## config.mk

```make
export PLATFORM = sky130hd
export DESIGN_NAME = pool_channel_scheduler
export DESIGN_NICKNAME = d
export VERILOG_FILES = /design/src/rtl/pool_channel_scheduler.sv
export SDC_FILE = /design/constraint.sdc
export NUM_CORES = 1
export LEC_CHECK = 0
export ABC_AREA = 1
export BUFFER_PORTS_ARGS = -buffer_cell sky130_fd_sc_hd__buf_2
export CAP_MARGIN = 20
export CORE_ASPECT_RATIO = 0.6
export CORE_MARGIN = 1
export CORE_UTILIZATION = 49
export CTS_BUF_LIST = sky130_fd_sc_hd__clkbuf_16
export CTS_CLUSTER_SIZE = 12
export DETAILED_ROUTE_END_ITERATION = 7
export PLACE_DENSITY = 0.76
export SYNTH_ARGS = -nofsm -noshare
export SYNTH_HDL_FRONTEND = slang
export SYNTH_SLANG_ARGS = --single-unit
```

## constraint.sdc

```tcl
create_clock -name clk -period 5.6 [get_ports clk]
set_clock_uncertainty 0.2 [all_clocks]
set_input_delay 0.56 -clock clk [delete_from_list [all_inputs] [get_ports clk]]
set_output_delay 0.56 -clock clk [all_outputs]
set_load 0.05 [all_outputs]
```

## src/rtl/pool_channel_scheduler.sv

```systemverilog
// rtl/pool_channel_scheduler.sv - per-channel sequencer and address relocator for the 2x2 max-pool engine
// Optional per-channel watchdog is compiled in when POOL_WDOG_EN is defined.
module pool_channel_scheduler #(
  parameter int IN_MAP_SIZE  = 676,
  parameter int OUT_MAP_SIZE = 169,
  parameter int MAX_CH       = 16,
  parameter int CH_W         = 5,
  parameter int IN_ADDR_W    = 14,
  parameter int OUT_ADDR_W   = 12
`ifdef POOL_WDOG_EN
  ,
  parameter int TIMEOUT      = 2048
`endif
) (
  input  logic                  clk,
  input  logic                  reset_n,
  input  logic                  start,
  input  logic                  abort,
  input  logic [CH_W-1:0]       num_channels,
  output logic                  busy,
  output logic                  done,
  output logic                  err,
  output logic [CH_W-1:0]       cur_channel,
  output logic                  eng_start,
  input  logic                  eng_done,
  input  logic [9:0]            eng_rd_addr,
  input  logic [7:0]            eng_wr_addr,
  input  logic                  eng_wr_en,
  output logic [IN_ADDR_W-1:0]  mem_rd_addr,
  output logic [OUT_ADDR_W-1:0] mem_wr_addr,
  output logic                  mem_wr_en
);
  typedef enum logic [1:0] {S_IDLE, S_LAUNCH, S_RUN, S_FINISH} state_e;

  localparam logic [CH_W-1:0]       MAX_CH_V = CH_W'(MAX_CH);
  localparam logic [IN_ADDR_W-1:0]  IN_STEP  = IN_ADDR_W'(IN_MAP_SIZE);
  localparam logic [OUT_ADDR_W-1:0] OUT_STEP = OUT_ADDR_W'(OUT_MAP_SIZE);

  state_e                state_q;
  logic                  busy_q, done_q, eng_start_q, eng_done_q;
  logic [CH_W-1:0]       cur_channel_q, n_q;
  logic [IN_ADDR_W-1:0]  in_base_q;
  logic [OUT_ADDR_W-1:0] out_base_q;
  logic                  done_edge, last_ch;
  logic [CH_W-1:0]       n_d;

  // A done level left high by the previous channel must not count as completion.
  assign done_edge = eng_done & ~eng_done_q;
  assign last_ch   = (cur_channel_q == n_q - 1'b1);
  assign n_d       = (num_channels > MAX_CH_V) ? MAX_CH_V : num_channels;

`ifdef POOL_WDOG_EN
  localparam int                WDOG_W    = $clog2(TIMEOUT);
  localparam logic [WDOG_W-1:0] WDOG_LAST = WDOG_W'(TIMEOUT - 1);
  logic [WDOG_W-1:0] wdog_q;
  logic              err_q;
  logic              wdog_fire;
  assign wdog_fire = (wdog_q == WDOG_LAST);
  assign err       = err_q;
`else
  assign err       = 1'b0;
`endif

  always_ff @(posedge clk or negedge reset_n) begin
    if (!reset_n) begin
      state_q       <= S_IDLE;
      busy_q        <= 1'b0;
      done_q        <= 1'b0;
      eng_start_q   <= 1'b0;
      eng_done_q    <= 1'b0;
      cur_channel_q <= '0;
      n_q           <= '0;
      in_base_q     <= '0;
      out_base_q    <= '0;
`ifdef POOL_WDOG_EN
      wdog_q        <= '0;
      err_q         <= 1'b0;
`endif
    end else begin
      eng_done_q  <= eng_done;
      eng_start_q <= 1'b0;
      if (abort && state_q != S_IDLE) begin
        state_q <= S_IDLE;
        busy_q  <= 1'b0;
      end else begin
        case (state_q)
          S_IDLE: begin
            if (start) begin
`ifdef POOL_WDOG_EN
              err_q <= 1'b0;
`endif
              if (num_channels == '0) begin
                done_q <= 1'b1;
              end else begin
                done_q        <= 1'b0;
                busy_q        <= 1'b1;
                n_q           <= n_d;
                cur_channel_q <= '0;
                in_base_q     <= '0;
                out_base_q    <= '0;
                eng_start_q   <= 1'b1;
                state_q       <= S_LAUNCH;
              end
            end
          end
          S_LAUNCH: begin
`ifdef POOL_WDOG_EN
            wdog_q <= '0;
`endif
            state_q <= S_RUN;
          end
          S_RUN: begin
            if (done_edge) begin
              if (last_ch) begin
                state_q <= S_FINISH;
              end else begin
                cur_channel_q <= cur_channel_q + 1'b1;
                in_base_q     <= in_base_q + IN_STEP;
                out_base_q    <= out_base_q + OUT_STEP;
                eng_start_q   <= 1'b1;
                state_q       <= S_LAUNCH;
              end
            end
`ifdef POOL_WDOG_EN
            else if (wdog_fire) begin
              err_q   <= 1'b1;
              done_q  <= 1'b1;
              busy_q  <= 1'b0;
              state_q <= S_IDLE;
            end else begin
              wdog_q <= wdog_q + 1'b1;
            end
`endif
          end
          S_FINISH: begin
            done_q  <= 1'b1;
            busy_q  <= 1'b0;
            state_q <= S_IDLE;
          end
          default: state_q <= S_IDLE;
        endcase
      end
    end
  end

  assign busy        = busy_q;
  assign done        = done_q;
  assign cur_channel = cur_channel_q;
  assign eng_start   = eng_start_q & ~abort;
  assign mem_rd_addr = in_base_q + IN_ADDR_W'(eng_rd_addr);
  assign mem_wr_addr = out_base_q + OUT_ADDR_W'(eng_wr_addr);
  // After an abort the engine may still be writing; keep those writes out of memory.
  assign mem_wr_en   = eng_wr_en & busy_q;

  addr_no_overflow: assert property (@(posedge clk) disable iff (!reset_n)
    (int'(in_base_q) + int'(eng_rd_addr) < (1 << IN_ADDR_W)) &&
    (int'(out_base_q) + int'(eng_wr_addr) < (1 << OUT_ADDR_W)));
endmodule

```

After elaboration in Yosys (flattened, before gate mapping)
Index checks and enable logic that the tools add are counted.
{"block": "word_totals", "ff_bits": 42, "inputBits": 29, "word_cells": 81}
{"block": "op_classes", "n_addsub": 6, "bitwise": 7, "mux": 35, "eq_ne": 11, "reduce_logical": 12, "n_lt_le_gt_ge": 1}
{"op": "14-bit 2-to-1 mux", "n": 4}
{"op": "12-bit 2-to-1 mux", "n": 4}
{"op": "14-bit case mux with 2 select lines", "n": 1}
{"op": "5-bit 2-to-1 mux", "n": 5}
{"op": "12-bit case mux with 2 select lines", "n": 1}
{"op": "14-bit by 10-bit adder with 14-bit output", "n": 1}
{"op": "14-bit by 10-bit adder with 14-bit output, second input constant", "n": 1}
{"op": "12-bit by 8-bit adder with 12-bit output", "n": 1}
{"op": "12-bit by 8-bit adder with 12-bit output, second input constant", "n": 1}
{"op": "1-bit 2-to-1 mux", "n": 10}
{"op": "2-bit 2-to-1 mux", "n": 5}
{"op": "5-bit case mux with 2 select lines", "n": 1}
{"op": "3-bit != test, second input constant", "n": 3}
{"op": "3-bit AND reduction", "n": 3}
{"op": "2-bit != test, second input constant", "n": 4}
{"op": "2-bit case mux with 4 select lines", "n": 1}
{"op": "1-bit case mux with 2 select lines", "n": 3}
{"op": "6-bit AND reduction", "n": 1}
{"op": "2-bit nonzero test", "n": 3}
{"op": "5-bit by 1-bit adder with 5-bit output, second input constant", "n": 1}
{"op": "5-bit equality test", "n": 1}
{"op": "5-bit greater-than comparator, second input constant", "n": 1}
{"op": "5-bit zero test", "n": 1}
{"op": "5-bit by 1-bit subtractor with 5-bit output, second input constant", "n": 1}
{"op": "8 further kinds", "n": 14}

Logic depth before layout (Yosys ltp)
Gate-level depths: netlist of run 1.
{"block": "logic_depth", "ltp_word": 6, "mapped_depth": 14}

Worst setup path before layout of run 1
No wires, ideal clock.
{"block": "synth_path", "path_type": "input port to output port", "from": "input eng_wr_addr[0]", "to": "output mem_wr_addr[10]", "path_slack_ns": 2.345, "n_path_buf": 0, "cell_stages": 8, "arrival_time_ns": 2.495, "cell_sequence": "ha_1 > inv_1 > fa_1 > o31ai_1 > nand2_1 > nand2_1 > nand2_1 > xor2_1"}
{"block": "synth_via", "elab_chain_cells": 1}
{"element": "from (decl)", "line_no": "27", "text": "input logic [7:0] eng_wr_addr,"}
{"element": "12-bit by 8-bit adder with 12-bit output", "line_no": "151", "text": "assign mem_wr_addr = out_base_q + OUT_ADDR_W'(eng_wr_addr);"}
{"element": "to (decl)", "line_no": "30", "text": "output logic [OUT_ADDR_W-1:0] mem_wr_addr,"}
No other way between the ends.

Final worst setup path of run 1
{"block": "layout_path", "from": "register out_base_q[0]", "to": "output mem_wr_addr[10]"}
{"block": "layout_via", "elab_chain_cells": 1}
{"element": "from (decl)", "line_no": "43", "text": "logic [OUT_ADDR_W-1:0] out_base_q;"}
{"element": "from (signal assigned)", "line_no": "119", "text": "out_base_q <= out_base_q + OUT_STEP;"}
{"element": "12-bit by 8-bit adder with 12-bit output", "line_no": "151"}
No other way between the ends.

==> results of run 1 <==
[through the flow]
step,setup WS [ns],instance area (um^2),cells
after floorplan,2.35,3540,520
after global placement,2.42,3840,653
after detailed placement,2.33,3840,653
after CTS,2.18,4010,661
after global routing,2.06,4010,661
final,2.16,4010,661
[worst paths after layout]
path,start,end,cells after the start
max,out_base_q[0],mem_wr_addr[10],9
min,eng_done,eng_done_q,1
max reg2reg,state_q[0],out_base_q[11],7
min reg2reg,done,done,1
max in group asynchronous,reset_n,in_base_q[11],1
min in group asynchronous,reset_n,n_q[3],1
[layout by cell type (no fill, tap or decap), drive strengths merged, types with 9 or more instances in the layout]
cell type,count
buf,61
nand3,62
nor2,40
or2,9
o21ai,41
inv,64
dfrtp,40
nand2,165
ha,23
xor2,16
a21oi,22
[power by group through the flow]
stage               sequential (mW)  combinational (mW)  clock [mW]
CTS                           0.473                1.23       0.346
floorplan                     0.477                1.04           0
detailed placement            0.479                1.23           0
global route                  0.489                1.35       0.357
global placement              0.475                1.20           0
finish                        0.475                1.23       0.342
[registers in the layout (all words and copies together) (netlist names)]
name         cells
busy             1
cur_channel      5
done             1
eng_done_q       1
eng_start_q      1
in_base_q       12
n_q              5
out_base_q      12
state_q          2
[per-layer routing]
layer / part of all wire [%] / vias to the layer above / wire length [um] / GRT usage, %
met5: 0 / - / 0 / 0
met4: 1.3 / 0 / 105 / 8.61
met3: 6.4 / 10 / 524 / 4.52
met2: 42 / 97 / 3400 / 36.7
met1: 51 / 1540 / 4120 / 29.9
li1: - / 1776 / - / -
[kinds of logic after synthesis]
| kind of cell | count (synthesis) |
|---|---|
| AND/OR/NAND/NOR | 282 |
| XOR/XNOR | 20 |
| buffers and inverters | 79 |
| other | 1 |
| flip-flops | 40 |
| AO/OA/AOI/OAI | 74 |
| adder cells (fa/ha/maj) | 24 |
[final cells by class]
cell class | instances | area [um^2] | area share (%)
well taps | 87 | 109 | 2.71
repair buffers | 61 | 310 | 7.73
inverters | 64 | 240 | 5.99
flip-flops and latches | 40 | 1000 | 24.9
multi-input cells | 401 | 2180 | 54.4
clock buffers | 5 | 125 | 3.12
clock inverters | 3 | 46.3 | 1.15
[worst register-to-register path, cell delays in order (launching register included)]
cell	delay, ns
dfrtp_1	0.39
inv_1	0.10
ha_1	0.52
buf_4	0.35
nand3_1	0.13
nand2_2	0.52
buf_4	0.48
o21ai_0	0.17
==> results.md, run 1 <==
GRT:
- The first-pass GRT wire length is 13,600 um.
- The pin count of the biggest net entering global routing is 41.
- The leftover overflow at the end of global routing is 0.
- The number of global-route vias before repair is 3,074.
- The number of antenna violations at the first check in global routing is 0.
- The total global routing track utilization is 22.5%.

Power and ir drop:
- Of the total power, the clock network draws 16.6%.
- After layout, the design draws a total of 2.05 mW.
- The share of power burned in registers is 23.2%.
- The cell leakage power is ~2.1 nW.
- The maximum vdd ir drop is 302 uV.
- The switching power of the nets is 1.14 mW.
- The cell-internal power is about 0.92 mW.
- The part of the total power dissipated in combinational logic is 60.2%.
- The share of total power consumed by net switching is a little under three fifths.
- The power density relative to cell area is 511 nW/um^2.

Floorplanning:
- The initial utilization of the core area, before any placement, comes to around half.
- The die outline height is around 68 um.
- The full die area is 7580 um^2.
- 65 I/O pins were placed.
- The total number of placement rows is 23.
- Measured along the x axis, the die boundary spans 112 um.
- The area of the placeable core is 6820 um^2.

Worst setup path:
- The data required time at the worst endpoint is 4.84 ns.
- The count of buffer and inverter cells on the critical path is 2.
- On the worst path, the slowest cell contributes a delay of 0.48 ns.
- Data on the critical path arrives at its endpoint at 2.68 ns.
- The register-to-register path setup slack is 2.60 ns.
- The slowest stage cell on the critical path is o31ai_1.
- STA classifies the critical path startpoint as a flop.
- The cell seen most often among critical-path stages is nand2_1.
- Of all nets on the critical path, the largest fanout is 6.
- The critical path is of the flop to output pin type.
- The signal on the critical path passes through ha_1 -> inv_1 -> fa_1 -> o31ai_1 -> nand2_1 -> nand2_1 -> nand2_1 -> xor2_1 -> buf_2.
- The worst setup path is captured at an output pin.
- The largest delay contributor family on the critical path is adder cells.

Place:
- Routability-driven placement finished with a final weighted congestion of 0.848.
- In this run the tool buffered the top-level ports with 59 buffer cells.
- The wire-length estimate of the detail-placed layout is 6160 um.

Synth:
- The share of the synthesized netlist area taken by xor and xnor gates is 4.95%.
- The fraction of synthesized cell area taken by the top area cell type is 28.3%.
- The number of warning messages in the yosys log is 0.
- The dominant register cell in the synthesized netlist is dfrtp_1.
- Counting flops and latches in the post-synthesis netlist gives 40.
- The async set-reset flop share out of synthesis is between 90% and 100%.
- In the synthesized netlist, the cells that appear most often are nand2_1, nand3_1, inv_1, dfrtp_1, nor2_1.
- The synthesized instance count is 520.
- By instance count, the leading cell after synthesis is nand2_1.
- The simple-gate share of the synthesized area is between 30% and 40%.
- After Yosys synthesis, full adders, half adders and majority gates account for 8.70% of the synthesized area.
- The largest area contributor in the synthesized netlist is dfrtp_1.
- Summing every instance area after synthesis gives 3540 um^2.
- The number of enable flip-flop cells after synthesis is 0.
- The share of the synthesized area in compound gates (AO/OA/AOI/OAI) is 13.4%.
- Each instance of the synthesized netlist takes up on average ~6.8 um^2.
- The net count after synthesis is 573.
- The register area share after synthesis is between 20% and 30%.
- The number of distinct library cells after synthesis is 32.
- In the synthesized netlist, mux cells make up 0% of the area.
- The largest family of logic cells by synthesized area is simple AND/OR/NAND/NOR gates.
- After synthesis, the cell types taking the most area are dfrtp_1, nand2_1, nand3_1, ha_1, inv_1.

STA:
- The tightest hold path in the finished design has a slack of 0.179 ns.
- The final-report setup violation count is 0.
- The top achievable clock speed is between 0.2 and 0.3 GHz.
- The final critical delay including setup and external delays is about 3.4 ns.
- Setup repair after global routing left no endpoint under its margin.
- The number of pins exceeding their max-slew limit in the final report is 0.
- The number of hold-slack violations in the final timing report came to 0.
- Dividing the final minimum period by the clock period gives 61.4%.
- At the pin with the least slew margin, the transition time is between 0.9 and 1 ns.
- Headroom to the max-slew limit came out at 39.6%.
- Adding up every negative setup slack in the final design gives 0 ns.

Route:
- For this block, the initial DRC count from the detailed router was 166.
- After detailed routing, the average wire length per cell comes to about 12 um.
- The total length of routed wires is 8160 um.
- After detailed routing, the number of remaining DRC violations is 5.
- For this block, the via count after detailed routing is 3,423.
- The count of nets left with antenna violations once routing finished came out at 0.
- The first-pass iteration count of the detailed router is 7.
- The mean number of vias per cell is 5.18.

Finish:
- 0 antenna diodes ended up in the layout.
- The net count of the finished layout is approximately 630.
- Of the cells placed in the final design, the portion with a size suffix greater than 1 is 21.1%.
- The final cell utilization of the core is between 50% and 60%.
- The area overhead of the layout relative to synthesis is 13.4%.
- The layout has between 600 and 700 filler cells.

Outcome:
- The final reports fail on DRC.
- The flow ran to the end, but the final reports show violations.

CTS:
- After clock tree synthesis, the clock-pin slew on the worst setup and hold paths is 0.07 ns.
- The clock net in this run drives a total of 40 sinks.
- After clock tree synthesis, the flow added hold-fix buffers numbering 0.
- After clock tree synthesis, the setup repair step added 0 buffers.
- The clock latency of the later-clocked register in the worst-skew pair is 0.30 ns.
- The total number of H-tree levels is 2.
- The total clock buffers created by CTS is 5.
- TritonCTS built the clock tree.
- The deepest clock path buffer count is 2.
- The buffer type at the clock tree root is clkbuf_16.
- Gates resized during post-CTS repair numbered 0.

Worst hold path:
- The min-delay analysis places its worst path in the category primary input to flop.

Run:
- The total of max-cap violations is 0.
No activity file was read; power rests on OpenSTA's default activity.
==> run 2: changes to the inputs <==
clock period = 3.2 ns   (was 5.6 ns; I/O delays follow)
==> run 2 against run 1 <==
Effect of this change:
- the flow finishes with violations (DRC, hold timing)
- clock-buffer cell count stayed put
- critical path depth stayed put
- utilization hardly changed
- die area stayed put
- largest cell class unchanged
==> results.md, run 2 (synthesized netlist as in run 1, its figures left out) <==
STA:
- The number of pins exceeding their max-slew limit in the final report is 0 (unchanged).
- The final-report setup violation count was 0 (unchanged).
- The worst-margin pin slew was 0.918 ns (was 0.907 ns).
- Unrepaired setup endpoints after global routing: no (unchanged).
- Subtracting the final worst setup slack from the clock period gives 2.98 ns.
- The worst path setup slack after routing is 0.218 ns (was 2.16 ns).
- The portion of the clock cycle consumed by the worst path in the final layout is 93.2%.
- The setup TNS after final layout is 0 ns (unchanged).
- The number of hold-slack violations in the final timing report is 40 (was 0).
- The relative slew slack was 38.8% (was 39.6%).
- The top achievable clock speed is roughly 0.34 GHz.
- The worst slack on hold paths is -0.0364 ns (was 0.179 ns).

Finish:
- The final cell utilization of the core came to 58.9% (about the same).
- The share of cells above drive strength 1 came to 21.1% (unchanged).
- The most common cell after layout, fill and taps aside is nand2_1 (unchanged).
- Highest-count cells in the layout ignoring fill and taps: nand2_1, nand3_1, inv_1, buf_2, dfrtp_1 (unchanged).
- The number of inserted diodes is 0 (unchanged).
- The number of standard cells in the layout, taps in and fillers out came to 661 (unchanged).
- The area overhead of the layout relative to synthesis was 13.5% (was 13.4%).
- The post-route cell area was 4020 um^2 (was 4010 um^2).
- Biggest registers after layout: in_base_q: 12 flops, out_base_q: 12 flops (unchanged).
- The final net count is 627 (was 626).

Power and ir drop:
- The cell leakage power was 2.15 nW (about the same).
- The power density relative to cell area was 879 nW/um^2 (was 511 nW/um^2).
- The power after layout came to 3.53 mW (was 2.05 mW).
- The maximum vdd ir drop is 471 uV (was 302 uV).

Worst hold path:
- The class of the worst hold path is primary input to async pin (was primary input to flop).

Worst setup path:
- The slowest stage cell on the critical path is fa_1 (was o31ai_1).
- The path type of the worst setup path is flop to output pin (unchanged).
- Crit path cell chain: ha_1 -> inv_1 -> fa_1 -> o31ai_4 -> nand2_1 -> nand2_1 -> nand2_1 -> xor2_1 -> buf_2 (was ha_1 -> inv_1 -> fa_1 -> o31ai_1 -> nand2_1 -> nand2_1 -> nand2_1 -> xor2_1 -> buf_2).
- The register-to-register path setup slack came to 0.88 ns (was 2.60 ns).
- The count of buffer and inverter cells on the critical path is 2 (unchanged).
- The nature of the critical path startpoint is a flop (unchanged).
- The worst path arrival time is 2.46 ns (was 2.68 ns).
- The delay of the slowest critical-path stage is 0.45 ns (was 0.48 ns).
- The cell seen most often among critical-path stages is nand2_1 (unchanged).
- The worst reg-to-reg path cell count came to 8 (was 7).
- The largest delay contributor family on the critical path is adder cells (unchanged).
- The type of element capturing the critical path is an output pin (unchanged).
- The data required time at the worst endpoint is 2.68 ns (was 4.84 ns).
- The total stage count of the critical path is 9 (unchanged).
- The top fanout value on the critical path came to 6 (unchanged).

Floorplanning:
- The area of the placeable core came to 6820 um^2 (unchanged).
- The floorplan die width is 112 um (unchanged).
- The full die area is 7580 um^2 (unchanged).
- The total number of placement rows is 23 (unchanged).
- The count of boundary I/O pins was 65 (unchanged).
- The starting density of the core is 51.9% (unchanged).
- The die outline height was 67.8 um (unchanged).

Outcome:
- Failing checks: DRC, hold timing (was DRC).
- Result of the run: finished with violations (unchanged).

CTS:
- The total number of H-tree levels was 2 (unchanged).
- The total clock buffers created by CTS is 5 (unchanged).
- The clock transition at the register clock pins on the worst setup and hold paths after CTS came to 0.06 ns (was 0.07 ns).
- The deepest clock path buffer count is 2 (unchanged).
- The clock latency of the later-clocked register in the worst-skew pair is 0.29 ns (was 0.30 ns).
- The buffer type at the clock tree root is clkbuf_16 (unchanged).
- The post-CTS setup buffer count is 0 (unchanged).
- The number of clock sinks is 40 (unchanged).
- The TritonCTS clock tree is built (unchanged).

Place:
- The count of buffers inserted at the top-level ports is 59 (unchanged).
- The worst setup slack after placement came to 0.398 ns (was 2.33 ns).
- The number of placed cells counting well taps is 653 (unchanged).
- The HPWL after detailed placement was 6030 um (was 6160 um).
- The weighted congestion at the end of routability-driven global placement is 0.865 (was 0.848).
- The area after detailed placement is 3850 um^2 (was 3840 um^2).

GRT:
- The number of antenna violations at the first check in global routing is 0 (unchanged).
- The pin count of the biggest net entering global routing came to 59 (was 41).
- The number of global-route vias before repair is 2,971 (was 3,074).
- The first-pass GRT wire length is 13,800 um (was 13,600 um).
- The total global routing track utilization is 22.8% (was 22.5%).
- The leftover overflow at the end of global routing was 0 (unchanged).

Route:
- The total length of routed wires came to 8020 um (was 8160 um).
- The iteration-0 DRC count of the detailed router is 194 (was 166).
- The count of antenna-violating nets left after detailed routing is 0 (unchanged).
- The mean number of vias per cell is 5.14 (was 5.18).
- The DRC violation count after routing is 5 (unchanged).
- The first-pass iteration count of the detailed router was 7 (unchanged).
- The routed wirelength normalized by instance count is 12.1 um (was 12.3 um).
- The total via count after detailed routing came to 3,396 (was 3,423).

Run:
- The total of max-cap violations is 0 (unchanged).
[run 2: metal layers]
| layer | vias up | global-route usage (%) | part of all wire, % |
|---|---|---|---|
| li1 | 1778 | - | - |
| met1 | 1519 | 32.9 | 51 |
| met2 | 92 | 36.2 | 42 |
| met3 | 7 | 3.72 | 5.5 |
| met4 | 0 | 4.73 | 0.94 |
| met5 | - | 0 | 0 |
[run 2: worst register-to-register path, delay by kind of cell, from the launching register on]
kind,cells,cell delay (ns)
adders and majority gates,1,0.53
buffers and inverters,2,0.39
AOI/OAI and AO/OA,1,0.20
DFF,1,0.40
and+or+nand+nor,4,0.45
[run 2: repair_timing]
| item | 4_1_cts | 5_1_grt |
|---|---|---|
| resized for setup | 0 | 2 |
| hold endpoints to repair | 1 | 0 |
| hold buffers | 1 | 0 |
| setup endpoints to repair | 0 | 2 |
[run 2: worst paths after layout]
| path | startpoint | endpoint |
|---|---|---|
| worst max-delay path | out_base_q[0] | mem_wr_addr[10] |
| worst min-delay path | reset_n | out_base_q[2] |
| worst max register to register | state_q[0] | out_base_q[11] |
| worst min register to register | done | done |
| max in group asynchronous | reset_n | out_base_q[11] |
| min in group clk | num_channels[0] | n_q[0] |
[run 2: power by group]
| part | total (mW) | internal (mW) | switching [mW] |
|---|---|---|---|
| Sequential | 0.837 | 0.639 | 0.197 |
| Combinational | 2.20 | 0.625 | 1.58 |
| Clock | 0.489 | 0.283 | 0.206 |
[run 2: area by class of cell]
class	count	area, um^2
Fill cell	646	2800
Multi-Input combinational cell	401	2200
Sequential cell	40	1000
Timing Repair Buffer	62	333
Inverter	64	240
Clock buffer	5	125
Tap cell	87	109
Clock inverter	2	12.5
==> run 3: changes to the inputs <==
PLACE_DENSITY = 0.84   (was 0.76)
==> run 3 against run 2 <==
Effect of this change:
- cell area barely moved
- power shrank 0.16%
- worst setup slack got worse by 0.077 ns
- maximum frequency is 2.5% lower
- first-iteration DRC count rose by 33%
- largest cell class unchanged
- sequential power about the same
- the run still ends with DRC, hold timing left
- flip-flop and latch count is the same
- global-route usage grew 0.27 points
- worst hold slack better by 0.011 ns
- combinational power is essentially flat
- clock-buffer cell count is the same
- sequential share of layout area about the same
==> results.md, run 3 (synthesized netlist as in run 1, its figures left out) <==
Floorplanning:
- The area of the placeable core is 6820 um^2 (unchanged).
- The full die area is 7580 um^2 (unchanged).
- The total number of placement rows is 23 (unchanged).
- The die outline height is 67.8 um (unchanged).
- The floorplan die width is 112 um (unchanged).
- The count of boundary I/O pins is 65 (unchanged).
- The starting density of the core came to 51.9% (unchanged).

Finish:
- The area of the multi-input gates is 2200 um^2 (unchanged).
- The final cell utilization of the core is 58.9% (about the same).
- The number of standard cells in the layout, taps in and fillers out was 662 (was 661).
- Highest-count cells in the layout ignoring fill and taps: nand2_1, nand3_1, inv_1, buf_2, dfrtp_1 (unchanged).
- The number of inserted diodes is 0 (unchanged).
- Biggest registers after layout: in_base_q: 12 flops, out_base_q: 12 flops (unchanged).
- The final net count is 627 (unchanged).
- The post-route cell area is 4020 um^2 (about the same).
- The share of cells above drive strength 1 is 20.9% (was 21.1%).
- The most common cell after layout, fill and taps aside is nand2_1 (unchanged).
- The total area of sequential cells is 1000 um^2 (unchanged).
- The area overhead of the layout relative to synthesis is 13.6% (was 13.5%).
- The number of filler instances in the final layout came to 627 (was 646).

CTS:
- The deepest clock path buffer count came to 2 (unchanged).
- The number of clock sinks is 40 (unchanged).
- The TritonCTS clock tree is built (unchanged).
- The post-CTS setup buffer count came to 0 (unchanged).
- The clock latency of the later-clocked register in the worst-skew pair is 0.28 ns (was 0.29 ns).
- The total clock buffers created by CTS is 5 (unchanged).
- The clock transition at the register clock pins on the worst setup and hold paths after CTS came to 0.06 ns (about the same).
- The buffer type at the clock tree root is clkbuf_16 (unchanged).
- The total number of H-tree levels came to 2 (unchanged).

Outcome:
- Failing checks: DRC, hold timing (unchanged).
- Result of the run: finished with violations (unchanged).

Power and ir drop:
- The power after layout was 3.52 mW (was 3.53 mW).
- The maximum vdd ir drop is 766 uV (was 471 uV).
- The cell leakage power is 2.15 nW (about the same).
- The power density relative to cell area is 877 nW/um^2 (was 879 nW/um^2).

Worst setup path:
- The top fanout value on the critical path is 6 (unchanged).
- The path type of the worst setup path is flop to output pin (unchanged).
- The worst reg-to-reg path cell count is 10 (was 8).
- The type of element capturing the critical path is an output pin (unchanged).
- The nature of the critical path startpoint is a flop (unchanged).
- The data required time at the worst endpoint is 2.68 ns (about the same).
- The worst path arrival time was 2.54 ns (was 2.46 ns).

Route:
- The total length of routed wires is 8260 um (was 8020 um).
- The routed wirelength normalized by instance count came to 12.5 um (was 12.1 um).
- The DRC violation count after routing is 4 (was 5).
- The mean number of vias per cell is 5.25 (was 5.14).
- The total via count after detailed routing is 3,477 (was 3,396).
- The first-pass iteration count of the detailed router came to 7 (unchanged).
- The count of antenna-violating nets left after detailed routing is 0 (unchanged).
- The iteration-0 DRC count of the detailed router was 258 (was 194).

GRT:
- The number of global-route vias before repair is 3,151 (was 2,971).
- The leftover overflow at the end of global routing is 0 (unchanged).
- The first-pass GRT wire length is 14,000 um (was 13,800 um).
- The pin count of the biggest net entering global routing is 41 (was 59).
- The number of antenna violations at the first check in global routing came to 0 (unchanged).
- The total global routing track utilization came to 23.0% (was 22.8%).

STA:
- The worst path setup slack after routing was 0.140 ns (was 0.218 ns).
- The number of pins exceeding their max-slew limit in the final report was 0 (unchanged).
- The top achievable clock speed was 0.327 GHz (was 0.335 GHz).
- The setup TNS after final layout is 0 ns (unchanged).
- The worst slack on hold paths came to -0.0253 ns (was -0.0364 ns).
- The portion of the clock cycle consumed by the worst path in the final layout is 95.6% (was 93.2%).
- The worst-margin pin slew was 0.922 ns (was 0.918 ns).
- Unrepaired setup endpoints after global routing: no (unchanged).
- The final-report setup violation count was 0 (unchanged).
- The relative slew slack is 38.5% (was 38.8%).
- The number of hold-slack violations in the final timing report came to 40 (unchanged).
- The final critical delay including setup and external delays is 3.06 ns (was 2.98 ns).

Place:
- The area after detailed placement is 3850 um^2 (unchanged).
- The weighted congestion at the end of routability-driven global placement is 0.903 (was 0.865).
- The worst setup slack after placement was 0.326 ns (was 0.398 ns).
- The count of buffers inserted at the top-level ports is 59 (unchanged).
- The number of placed cells counting well taps is 653 (unchanged).
- The HPWL after detailed placement is 6280 um (was 6030 um).

Worst hold path:
- The class of the worst hold path is primary input to async pin (unchanged).

Run:
- The total of max-cap violations was 0 (unchanged).
[run 3: changes by cell type in the layout (fill, tap and decap cells not counted), sizes merged]
cell	previous run	this run
inv	63	64
[run 3: report_power, final]
part	total, mW	internal, mW	switching [mW]	leakage (nW)
registers	0.836	0.640	0.196	0.541
clock network	0.478	0.283	0.195	0.0687
logic	2.21	0.623	1.59	1.54
total	3.52	1.55	1.98	2.15
[run 3: final cells by class]
| class | instances | area share [%] |
|---|---|---|
| tap | 87 | 2.71 |
| clock inverter | 3 | 0.374 |
| inverter | 64 | 5.98 |
| timing repair buffer | 62 | 8.28 |
| multi-input combinational | 401 | 54.6 |
| clock buffer | 5 | 3.11 |
| sequential | 40 | 24.9 |
[run 3: worst paths after layout]
path                            startpoint         endpoint  slack, ns
max in group asynchronous          reset_n    in_base_q[12]       2.26
setup reg to reg                state_q[1]   out_base_q[11]       0.69
hold reg to reg                       done             done       0.28
setup / recovery             out_base_q[0]  mem_wr_addr[10]       0.14
hold / removal                     reset_n   cur_channel[3]      -0.03
min in group clk           num_channels[3]           n_q[3]       0.09
[run 3: what timing repair did]
action / 4_1_cts / 5_1_grt
gates resized for setup: 0 / 2
endpoints found under the setup margin: 0 / 2
hold buffers: 1 / 0
hold endpoints to repair: 1 / 0
[run 3: routing by layer]
metal | wire (um) | vias up | global-route usage [%]
met4 | 89 | 0 | 7.09
met3 | 467 | 10 | 4.61
met5 | 0 | - | 0
met1 | 4090 | 1605 | 31.0
li1 | - | 1772 | -
met2 | 3610 | 90 | 38.0
[run 3: critical path, stage by stage, from the launching register on]
cell and delay (ns):
dfrtp_1 0.44, ha_1 0.21, inv_1 0.08, fa_1 0.47, o31ai_4 0.35, nand2_1 0.08, nand2_1 0.10, nand2_1 0.08
xor2_1 0.15, buf_2 0.29
